`src/rtl/cpu_types_pkg.sv`:
```
// cpu_types_pkg: shared ALU ops, FSM states, opcodes and the decoded control word
package cpu_types_pkg;
  typedef enum logic [3:0] {
    ALU_SLL, ALU_SRL, ALU_ADD, ALU_SUB, ALU_AND, ALU_OR, ALU_XOR, ALU_NOR, ALU_SLT, ALU_SLTU
  } aluop_t;
  typedef enum logic [2:0] {FETCH, DECODE, EXEC, MEM, WB, HALT, ERR} ctrl_state_t;
  typedef enum logic [3:0] {
    C_ALU, C_BEQ, C_BNE, C_J, C_JR, C_JAL, C_LW, C_SW, C_LL, C_SC, C_HALT
  } iclass_t;
  typedef struct packed {
    iclass_t    cls;
    aluop_t     alu_op;
    logic [1:0] portb_src;
    logic       ext_src;
    logic       lui_src;
    logic       rtype;
    logic       check_over;
  } ctrl_word_t;
  localparam logic [5:0] OP_RTYPE = 6'b000000;
  localparam logic [5:0] OP_J     = 6'b000010;
  localparam logic [5:0] OP_JAL   = 6'b000011;
  localparam logic [5:0] OP_BEQ   = 6'b000100;
  localparam logic [5:0] OP_BNE   = 6'b000101;
  localparam logic [5:0] OP_ADDI  = 6'b001000;
  localparam logic [5:0] OP_ADDIU = 6'b001001;
  localparam logic [5:0] OP_SLTI  = 6'b001010;
  localparam logic [5:0] OP_SLTIU = 6'b001011;
  localparam logic [5:0] OP_ANDI  = 6'b001100;
  localparam logic [5:0] OP_ORI   = 6'b001101;
  localparam logic [5:0] OP_XORI  = 6'b001110;
  localparam logic [5:0] OP_LUI   = 6'b001111;
  localparam logic [5:0] OP_LW    = 6'b100011;
  localparam logic [5:0] OP_SW    = 6'b101011;
  localparam logic [5:0] OP_LL    = 6'b110000;
  localparam logic [5:0] OP_SC    = 6'b111000;
  localparam logic [5:0] OP_HALT  = 6'b111111;
  localparam logic [5:0] F_SLL    = 6'b000000;
  localparam logic [5:0] F_SRL    = 6'b000010;
  localparam logic [5:0] F_JR     = 6'b001000;
  localparam logic [5:0] F_ADD    = 6'b100000;
  localparam logic [5:0] F_ADDU   = 6'b100001;
  localparam logic [5:0] F_SUB    = 6'b100010;
  localparam logic [5:0] F_SUBU   = 6'b100011;
  localparam logic [5:0] F_AND    = 6'b100100;
  localparam logic [5:0] F_OR     = 6'b100101;
  localparam logic [5:0] F_XOR    = 6'b100110;
  localparam logic [5:0] F_NOR    = 6'b100111;
  localparam logic [5:0] F_SLT    = 6'b101010;
  localparam logic [5:0] F_SLTU   = 6'b101011;
endpackage

```
`src/rtl/control_decode.sv`:
```
// control_decode: combinational opcode/funct to control word decoder with illegal flag
module control_decode
  import cpu_types_pkg::*;
#(
  parameter int ATOMIC_EN = 1
) (
  input  logic [5:0] op,
  input  logic [5:0] fn,
  output ctrl_word_t cw,
  output logic       illegal
);
  // I-type ALU ops take the immediate on port b; sign-extension only for arithmetic/compare forms
  always_comb begin
    cw = '0;
    illegal = 1'b0;
    case (op)
      OP_RTYPE: begin
        cw.rtype = 1'b1;
        case (fn)
          F_SLL:  begin cw.alu_op = ALU_SLL; cw.portb_src = 2'b10; end
          F_SRL:  begin cw.alu_op = ALU_SRL; cw.portb_src = 2'b10; end
          F_JR:   cw.cls = C_JR;
          F_ADD:  begin cw.alu_op = ALU_ADD; cw.check_over = 1'b1; end
          F_ADDU: cw.alu_op = ALU_ADD;
          F_SUB:  begin cw.alu_op = ALU_SUB; cw.check_over = 1'b1; end
          F_SUBU: cw.alu_op = ALU_SUB;
          F_AND:  cw.alu_op = ALU_AND;
          F_OR:   cw.alu_op = ALU_OR;
          F_XOR:  cw.alu_op = ALU_XOR;
          F_NOR:  cw.alu_op = ALU_NOR;
          F_SLT:  cw.alu_op = ALU_SLT;
          F_SLTU: cw.alu_op = ALU_SLTU;
          default: illegal = 1'b1;
        endcase
      end
      OP_J:     cw.cls = C_J;
      OP_JAL:   cw.cls = C_JAL;
      OP_BEQ:   begin cw.cls = C_BEQ; cw.alu_op = ALU_SUB; end
      OP_BNE:   begin cw.cls = C_BNE; cw.alu_op = ALU_SUB; end
      OP_ADDI:  begin cw.alu_op = ALU_ADD; cw.portb_src = 2'b01; cw.ext_src = 1'b1; cw.check_over = 1'b1; end
      OP_ADDIU: begin cw.alu_op = ALU_ADD; cw.portb_src = 2'b01; cw.ext_src = 1'b1; end
      OP_SLTI:  begin cw.alu_op = ALU_SLT; cw.portb_src = 2'b01; cw.ext_src = 1'b1; end
      OP_SLTIU: begin cw.alu_op = ALU_SLTU; cw.portb_src = 2'b01; cw.ext_src = 1'b1; end
      OP_ANDI:  begin cw.alu_op = ALU_AND; cw.portb_src = 2'b01; end
      OP_ORI:   begin cw.alu_op = ALU_OR; cw.portb_src = 2'b01; end
      OP_XORI:  begin cw.alu_op = ALU_XOR; cw.portb_src = 2'b01; end
      OP_LUI:   begin cw.alu_op = ALU_OR; cw.portb_src = 2'b01; cw.lui_src = 1'b1; end
      OP_LW:    begin cw.cls = C_LW; cw.alu_op = ALU_ADD; cw.portb_src = 2'b01; cw.ext_src = 1'b1; end
      OP_SW:    begin cw.cls = C_SW; cw.alu_op = ALU_ADD; cw.portb_src = 2'b01; cw.ext_src = 1'b1; end
      OP_LL:    begin cw.cls = C_LL; cw.alu_op = ALU_ADD; cw.portb_src = 2'b01; cw.ext_src = 1'b1; illegal = (ATOMIC_EN == 0); end
      OP_SC:    begin cw.cls = C_SC; cw.alu_op = ALU_ADD; cw.portb_src = 2'b01; cw.ext_src = 1'b1; illegal = (ATOMIC_EN == 0); end
      OP_HALT:  cw.cls = C_HALT;
      default:  illegal = 1'b1;
    endcase
  end
endmodule

```
`src/rtl/multicycle_control_fsm.sv`:
```
// multicycle_control_fsm: FETCH/DECODE/EXEC/MEM/WB sequencer with memory timeout, overflow trap and sticky halt/err
module multicycle_control_fsm
  import cpu_types_pkg::*;
#(
  parameter int MEM_TIMEOUT = 64,
  parameter int ATOMIC_EN   = 1,
  parameter int OVF_TRAP    = 1
) (
  input  logic        CLK,
  input  logic        RST,
  input  logic [31:0] instr,
  input  logic        ihit,
  input  logic        dhit,
  input  logic        zero,
  input  logic        overflow,
  output logic [1:0]  PC_src,
  output logic        PC_EN,
  output logic        IR_EN,
  output logic        Ext_src,
  output logic        LUI_src,
  output logic [1:0]  portb_src,
  output logic [1:0]  RegDst,
  output aluop_t      ALU_op,
  output logic        iREN,
  output logic        dREN,
  output logic        dWEN,
  output logic        datomic,
  output logic [1:0]  MemtoReg,
  output logic        RegWrite,
  output logic        check_over,
  output logic        exc,
  output logic        halt,
  output logic        err,
  output logic [2:0]  state
);
  localparam int CW = $clog2(MEM_TIMEOUT + 1);
  ctrl_state_t    cur, nxt;
  ctrl_word_t     cw_q, dec_cw;
  logic           dec_illegal, timeout, trap, unused_bits;
  logic [11:0]    ir_q;
  logic [CW-1:0]  cnt;
  assign unused_bits = ^instr[25:6];
  assign timeout = cnt == CW'(MEM_TIMEOUT - 1);
  assign trap = (OVF_TRAP != 0) && cw_q.check_over && overflow;
  assign state = RST ? 3'd0 : cur;
  assign halt = !RST && cur == HALT;
  assign err = !RST && cur == ERR;
  control_decode #(.ATOMIC_EN(ATOMIC_EN)) u_dec (
    .op(ir_q[11:6]),
    .fn(ir_q[5:0]),
    .cw(dec_cw),
    .illegal(dec_illegal)
  );
  // state, IR (opcode+funct only), latched control word and wait counter
  always_ff @(posedge CLK or posedge RST) begin
    if (RST) begin
      cur <= FETCH;
      ir_q <= '0;
      cw_q <= '0;
      cnt <= '0;
    end else begin
      cur <= nxt;
      if (IR_EN) ir_q <= {instr[31:26], instr[5:0]};
      if (cur == DECODE) cw_q <= dec_cw;
      cnt <= (nxt != cur || !(cur inside {FETCH, MEM})) ? '0 : cnt + 1'b1;
    end
  end
  // next state and strobes; everything held low while reset is asserted
  always_comb begin
    nxt = cur;
    PC_src = 2'b00;
    PC_EN = 1'b0;
    IR_EN = 1'b0;
    Ext_src = 1'b0;
    LUI_src = 1'b0;
    portb_src = 2'b00;
    RegDst = 2'b00;
    ALU_op = ALU_SLL;
    iREN = 1'b0;
    dREN = 1'b0;
    dWEN = 1'b0;
    datomic = 1'b0;
    MemtoReg = 2'b00;
    RegWrite = 1'b0;
    check_over = 1'b0;
    exc = 1'b0;
    if (!RST && cur inside {EXEC, MEM, WB}) begin
      ALU_op = cw_q.alu_op;
      portb_src = cw_q.portb_src;
      Ext_src = cw_q.ext_src;
      LUI_src = cw_q.lui_src;
      check_over = cw_q.check_over;
    end
    if (!RST) begin
      case (cur)
        FETCH: begin
          iREN = 1'b1;
          IR_EN = ihit;
          PC_EN = ihit;
          nxt = ihit ? DECODE : timeout ? ERR : FETCH;
        end
        DECODE: nxt = dec_illegal ? ERR : dec_cw.cls == C_HALT ? HALT : EXEC;
        EXEC: begin
          case (cw_q.cls)
            C_BEQ, C_BNE: begin
              PC_EN = (cw_q.cls == C_BEQ) == zero;
              PC_src = PC_EN ? 2'b01 : 2'b00;
              nxt = FETCH;
            end
            C_J:  begin PC_EN = 1'b1; PC_src = 2'b10; nxt = FETCH; end
            C_JR: begin PC_EN = 1'b1; PC_src = 2'b11; nxt = FETCH; end
            C_JAL: begin
              PC_EN = 1'b1;
              PC_src = 2'b10;
              RegWrite = 1'b1;
              RegDst = 2'b10;
              MemtoReg = 2'b10;
              nxt = FETCH;
            end
            C_LW, C_SW, C_LL, C_SC: nxt = MEM;
            default: nxt = WB;
          endcase
        end
        MEM: begin
          dREN = cw_q.cls inside {C_LW, C_LL};
          dWEN = cw_q.cls inside {C_SW, C_SC};
          datomic = cw_q.cls inside {C_LL, C_SC};
          nxt = dhit ? (cw_q.cls == C_SW ? FETCH : WB) : timeout ? ERR : MEM;
        end
        WB: begin
          RegWrite = !trap;
          exc = trap;
          RegDst = cw_q.rtype ? 2'b00 : 2'b01;
          MemtoReg = cw_q.cls inside {C_LW, C_LL, C_SC} ? 2'b01 : 2'b00;
          nxt = FETCH;
        end
        default: nxt = cur;
      endcase
    end
  end
endmodule

```
`config.mk`:
```
export PLATFORM = sky130hd
export DESIGN_NAME = multicycle_control_fsm
export DESIGN_NICKNAME = d
export VERILOG_FILES = /design/src/rtl/cpu_types_pkg.sv /design/src/rtl/control_decode.sv /design/src/rtl/multicycle_control_fsm.sv
export SDC_FILE = /design/constraint.sdc
export NUM_CORES = 1
export LEC_CHECK = 0
export ABC_CLOCK_PERIOD_IN_PS = 6000
export CAP_MARGIN = 25
export CORE_ASPECT_RATIO = 1.25
export CORE_MARGIN = 5
export CORE_UTILIZATION = 35
export DETAILED_ROUTE_END_ITERATION = 12
export GPL_ROUTABILITY_DRIVEN = 0
export REMOVE_ABC_BUFFERS = 1
export SKIP_CTS_REPAIR_TIMING = 1
export SLEW_MARGIN = 20
export SYNTH_ARGS = -nofsm -noshare
export SYNTH_HDL_FRONTEND = slang
export SYNTH_HIERARCHICAL = 1
export SYNTH_SLANG_ARGS = --single-unit
```
`constraint.sdc`:
```
create_clock -name CLK -period 6 [get_ports CLK]
set_input_delay 0.9 -clock CLK [delete_from_list [all_inputs] [get_ports CLK]]
set_output_delay 0.9 -clock CLK [all_outputs]
set_load 0.05 [all_outputs]
```
==> results of run 1 <==
area by class of cell:
class	count	area, µm²	share of cell area [%]
Timing Repair Buffer	47	465	15.1
Tap cell	90	113	3.65
Clock buffer	8	90.1	2.92
Inverter	14	52.6	1.70
Sequential cell	36	901	29.2
Multi-Input combinational cell	210	1470	47.5
registers in the layout (all words and copies together) (netlist names):
name,count
cw_q,14
cnt,7
cur,3
ir_q,12
worst register-to-register path, cell delays in order, from the launching register on:
cell and delay, ps:
dfrtp_1 610, or3_4 480, nor2_1 160, nand3_1 140, o32ai_1 430, nor4bb_1 130
o21ai_0 200, o2111a_2 310, o221ai_4 150, a21oi_1 140
final timing paths:
check	cells after the start	to	start
worst max register to register	9	cnt[6]$_DFF_PP0_	ir_q[7]$_DFFE_PP0P_
worst min register to register	1	cnt[0]$_DFF_PP0_	cnt[0]$_DFF_PP0_
worst max-delay path	10	RegDst[0]	ir_q[7]$_DFFE_PP0P_
max in group asynchronous	3	cw_q[7]$_DFFE_PP0P_	RST
min in group asynchronous	3	cur[0]$_DFF_PP0_	RST
worst min-delay path	1	cnt[0]$_DFF_PP0_	cnt[0]$_DFF_PP0_
layer usage:
metal / track usage, % / vias to the layer above / share of wire (%)
met5: 0 / - / 0
met4: 4.75 / 0 / 1.6
met3: 2.28 / 9 / 5.2
met2: 21.7 / 59 / 48
met1: 17.2 / 1034 / 45
li1: - / 1070 / -
synth_stat cells, types with 4 or more instances:
library cell / number / area share (%)
dfrtp_1: 36 / 36
nor2_1: 26 / 3.9
nand2_1: 20 / 3.0
o21ai_0: 17 / 3.4
mux2_2: 15 / 6.7
inv_1: 14 / 2.1
a21oi_1: 11 / 2.2
and2_1: 10 / 2.5
buf_2: 9 / 1.8
mux2_4: 9 / 5.3
nor2b_1: 9 / 2.2
nor3_1: 9 / 1.8
nand3_1: 8 / 1.6
clkbuf_1: 6 / 0.89
nor4_1: 5 / 1.2
nand2b_1: 4 / 0.99
or3_1: 4 / 0.99
kinds of logic (layout without fill, tap and decap cells):
| logic type | count (synthesis) | in the layout | synth area share, % |
|---|---|---|---|
| AOI/OAI and AO/OA | 59 | 59 | 16.4 |
| xor gates and xnor gates | 5 | 5 | 1.73 |
| adders and majority gates | 1 | 1 | 0.494 |
| buffers and inverters | 34 | 69 | 6.58 |
| DFF | 36 | 36 | 35.6 |
| muxes | 25 | 25 | 12.4 |
| and+or+nand+nor | 120 | 120 | 26.8 |
stage by stage:
| step | hold WS [ps] | utilization [%] | power [W] |
|---|---|---|---|
| after floorplan | 432 | - | 0.000964 |
| after global placement | 449 | 42.7 | 0.00115 |
| after detailed placement | 450 | 42.7 | 0.00116 |
| after CTS | 459 | 44.0 | 0.00134 |
| after global routing | 517 | 44.0 | 0.00145 |
| final | 460 | 44.0 | 0.00134 |
power breakdown:
part	switching (W)	total [W]	internal, W
combinational	0.000336	0.000640	0.000304
clock	0.0000830	0.000177	0.0000936
sequential	0.000193	0.000520	0.000326
==> impl_results.md, run 1 <==
- # DRC: 0
- Kind of critical path: flip-flop to primary output
- F_max: 208 MHz
- Finished Layout Cells: 405
- Dpl ws: 1520 ps
- Die Y: 105 µm
- # diodes: 0
- Setup crit start kind: flip-flop
- Maxcap violations: 0
- Min setup slack post-route: 1200 ps
- Synth warn: 6
- Status: complete, no violations
- Detailed Place HPWL: 4.28 mm
- Lkg Pwr: 1.24 nW
- Critical-path cell list: or3_4 -> nor2_1 -> nand3_1 -> o32ai_1 -> nor4bb_1 -> o21ai_0 -> o2111a_2 -> nand2_1 -> nor2_1 -> clkdlybuf4s50_1
- Syn avg cell area: 9.04 µm²
- Cell count after synthesis: 280
- Top Ports: 66
- Commonest non-fill, non-tap cells in the layout: clkdlybuf4s50_1, dfrtp_1, nor2_1, nand2_1, o21ai_0
- IO buf count: 45
- Slew headroom: 52.1%
- Clock Tree Root: clkbuf_8
- Total negative slack: 0 ps
- Placed Cells: 397
- CTS buffer count: 5
- Routed Antenna Nets: 0
- Clock sinks: 36
- DR vias/cell: 5.36
- CP delay by family, top: simple AND/OR/NAND/NOR gates
- DP Area: 0.00300 mm²
- Clk Latency, worst-skew pair: 290 ps
- Drt wl/cell: 14.4 µm
- Initial core utilization: 36.0%
- Die Wd: 86.0 µm
- Initial antenna violation count: 0
- Placeable core area: 0.00702 mm²
- Htree depth: 2
- Commonest non-fill, non-tap cell in the layout: clkdlybuf4s50_1
- All-Layer GR Usage: 13.2%
- Share of post-route cells with drive strength above 1: 14.6%
- VDD IR max: 0.000183 V
- RSZ-0062 raised after global routing: false
- Worst EP arrival: 3900 ps
- EDFF count, synth: 0
- Minimum clock period: 4800 ps
- Worst-path fanout max: 22
- Post-synth top flop: dfrtp_1
- Seq cells post-synth: 36
- DRT Pass-1 Iters: 4
- Total congestion overflow: 0
- Fill count: 723
- CP Capture Type: primary output
- Number of global-route vias before repair: 2088
- Largest net degree at the start of global routing: 39
- Site Rows: 34
- Fin nets: 353
- First-pass GRT wire length: 9.80 mm
- CTS tree: done
- Tcrit/Tclk final: 80.0%
- Slowest CP cell: clkdlybuf4s50_1
- Die area: 0.00904 mm²
- Layout area overhead: 22.1%
- Synth async-reset ratio: 100%
- Final hold vios: 0
- Post-synthesis cell type count: 66
- FF-to-FF setup slack: 3190 ps
- Clock Path Buffers: 2
- CP Buf/Inv Count: 1
- Clk slew on worst S/H paths: 70 ps
- Hold WC Path Type: flip-flop to flip-flop
- Clk_skew: 6.05 ps
- CP max stage delay: 830 ps
- Crit path required time: 5100 ps
- Post-synthesis sequential area ratio: 35.6%
- DRT iter0 DRCs: 96
- Mapped Area: 0.00253 mm²
- Pwr dens: 433 mW/mm²
- Critical path's most frequent cell: nor2_1
- Routed vias: 2172
- Post-route cell area: 0.00309 mm²
- Measured slew at the worst slew-check pin: 719 ps
- Detailed Route WL: 5.82 mm
- Final Setup Violations: 0
- Slew Limit Fails: 0
(Power assumes the default switching activity.)
==> run 2, diff against run 1 <==
ABC_CLOCK_PERIOD_IN_PS = 4800   (was 6000)
clock period = 4.8 ns   (was 6 ns; I/O delays follow)
==> impl_results.md, run 2 (synthesis results as in run 1) <==
- Crit path required time: 4080 ps (was 5100 ps)
- Clk Latency, worst-skew pair: 290 ps (about the same)
- Final Setup Violations: 0 (unchanged)
- Routed vias: 2157 (was 2172)
- Clock sinks: 36 (unchanged)
- Routed Antenna Nets: 0 (unchanged)
- DRT iter0 DRCs: 87 (was 96)
- Largest net degree at the start of global routing: 38 (was 39)
- Measured slew at the worst slew-check pin: 739 ps (was 719 ps)
- Worst-path fanout max: 12 (was 22)
- Slew headroom: 50.7% (was 52.1%)
- Commonest non-fill, non-tap cell in the layout: clkdlybuf4s50_1 (unchanged)
- Fin nets: 357 (was 353)
- Max reg flops: 14 (unchanged)
- Initial antenna violation count: 0 (unchanged)
- DP Area: 0.00303 mm² (was 0.00300 mm²)
- DRT Pass-1 Iters: 4 (unchanged)
- Clock Tree Root: clkbuf_8 (unchanged)
- Regs by FF count: cw_q (14), ir_q (12), cnt (7) (unchanged)
- Site Rows: 34 (unchanged)
- Worst EP arrival: 3700 ps (was 3900 ps)
- Clock Path Buffers: 2 (unchanged)
- Tcrit/Tclk final: 92.2%
- Placeable core area: 0.00702 mm² (unchanged)
- Maxcap violations: 0 (unchanged)
- VDD IR max: 0.000247 V (was 0.000183 V)
- Pwr dens: 548 mW/mm² (was 433 mW/mm²)
- Layout area overhead: 23.6% (was 22.1%)
- Setup crit start kind: flip-flop (unchanged)
- IO buf count: 45 (unchanged)
- # DRC: 0 (unchanged)
- Lkg Pwr: 1.28 nW (was 1.24 nW)
- Drt wl/cell: 14.6 µm (was 14.4 µm)
- CTS tree: done (unchanged)
- Commonest non-fill, non-tap cells in the layout: clkdlybuf4s50_1, dfrtp_1, nor2_1, nand2_1, o21ai_0 (unchanged)
- CP Capture Type: primary output (unchanged)
- All-Layer GR Usage: 13.8% (was 13.2%)
- Status: complete, no violations (unchanged)
- Total negative slack: 0 ps (unchanged)
- Die Y: 105 µm (unchanged)
- Die area: 0.00904 mm² (unchanged)
- Detailed Route WL: 5.94 mm (was 5.82 mm)
- Share of post-route cells with drive strength above 1: 16.0% (was 14.6%)
- First-pass GRT wire length: 10.1 mm (was 9.80 mm)
- Kind of critical path: flip-flop to primary output (unchanged)
- CTS buffer count: 5 (unchanged)
- Detailed Place HPWL: 4.44 mm (was 4.28 mm)
- Number of global-route vias before repair: 2042 (was 2088)
- Slew Limit Fails: 0 (unchanged)
- # diodes: 0 (unchanged)
- F_max: 226 MHz
- Die Wd: 86.0 µm (unchanged)
- Clk slew on worst S/H paths: 70 ps (about the same)
- Initial core utilization: 36.0% (unchanged)
- Htree depth: 2 (unchanged)
- Hold WC Path Type: flip-flop to flip-flop (unchanged)
- Post-route cell area: 0.00313 mm² (was 0.00309 mm²)
- Final hold vios: 0 (unchanged)
- Top reg by flops: cw_q (unchanged)
- Total congestion overflow: 0 (unchanged)
- RSZ-0062 raised after global routing: false (unchanged)
- Minimum clock period: 4420 ps
- DR vias/cell: 5.29 (was 5.36)
- Clk_skew: 11.8 ps (was 6.05 ps)
- Top Ports: 66 (unchanged)
## run 2: worst max-delay path, cell delays in order, from the launching register on
cell and delay (ps):
dfrtp_1 490, or3_1 460, nor2_1 210, nand3_1 130, o32ai_1 370, nor4bb_1 130
o21ai_0 200, o2111a_2 320, nand2_1 130, a21oi_1 160, clkdlybuf4s50_1 820
## run 2: layer usage
metal	wire [µm]	part of all wire [%]	GRT usage, %
met1	2710	46	17.9
met2	2850	48	22.6
met3	284	4.8	2.52
met4	97	1.6	5.32
met5	0	0	0
## run 2: stage by stage
step	total power [W]	utilization, %	std cells	setup WS (ps)	hold slack, ps
after global routing	0.00186	44.6	408	67.6	508
after floorplan	0.00121	-	260	230	432
after detailed placement	0.00149	43.2	401	642	451
after CTS	0.00173	44.5	408	281	461
after global placement	0.00147	43.2	401	619	447
final	0.00171	44.6	408	376	463
## run 2: path summary, 6_finish.rpt
check / to / slack (ps) / from / cells past startpoint
min reg2reg: cnt[0]$_DFF_PP0_ / 460 / cnt[0]$_DFF_PP0_ / 1
max: MemtoReg[0] / 380 / ir_q[10]$_DFFE_PP0P_ / 10
min: cnt[0]$_DFF_PP0_ / 460 / cnt[0]$_DFF_PP0_ / 1
max in group asynchronous: ir_q[11]$_DFFE_PP0P_ / 3180 / RST / 3
min in group asynchronous: cur[0]$_DFF_PP0_ / 1260 / RST / 3
max reg2reg: cnt[6]$_DFF_PP0_ / 2140 / ir_q[10]$_DFFE_PP0P_ / 9
## run 2: power by group
group,switching (W),internal (W)
registers,0.000170,0.000409
logic,0.000497,0.000402
clock network,0.000107,0.000128
## run 2: area by class of cell
type / count / area (µm²)
fill: 698 / 3890
multi-input combinational: 210 / 1470
sequential: 36 / 901
timing repair buffer: 51 / 498
tap: 90 / 113
clock buffer: 7 / 96.3
inverter: 14 / 52.6
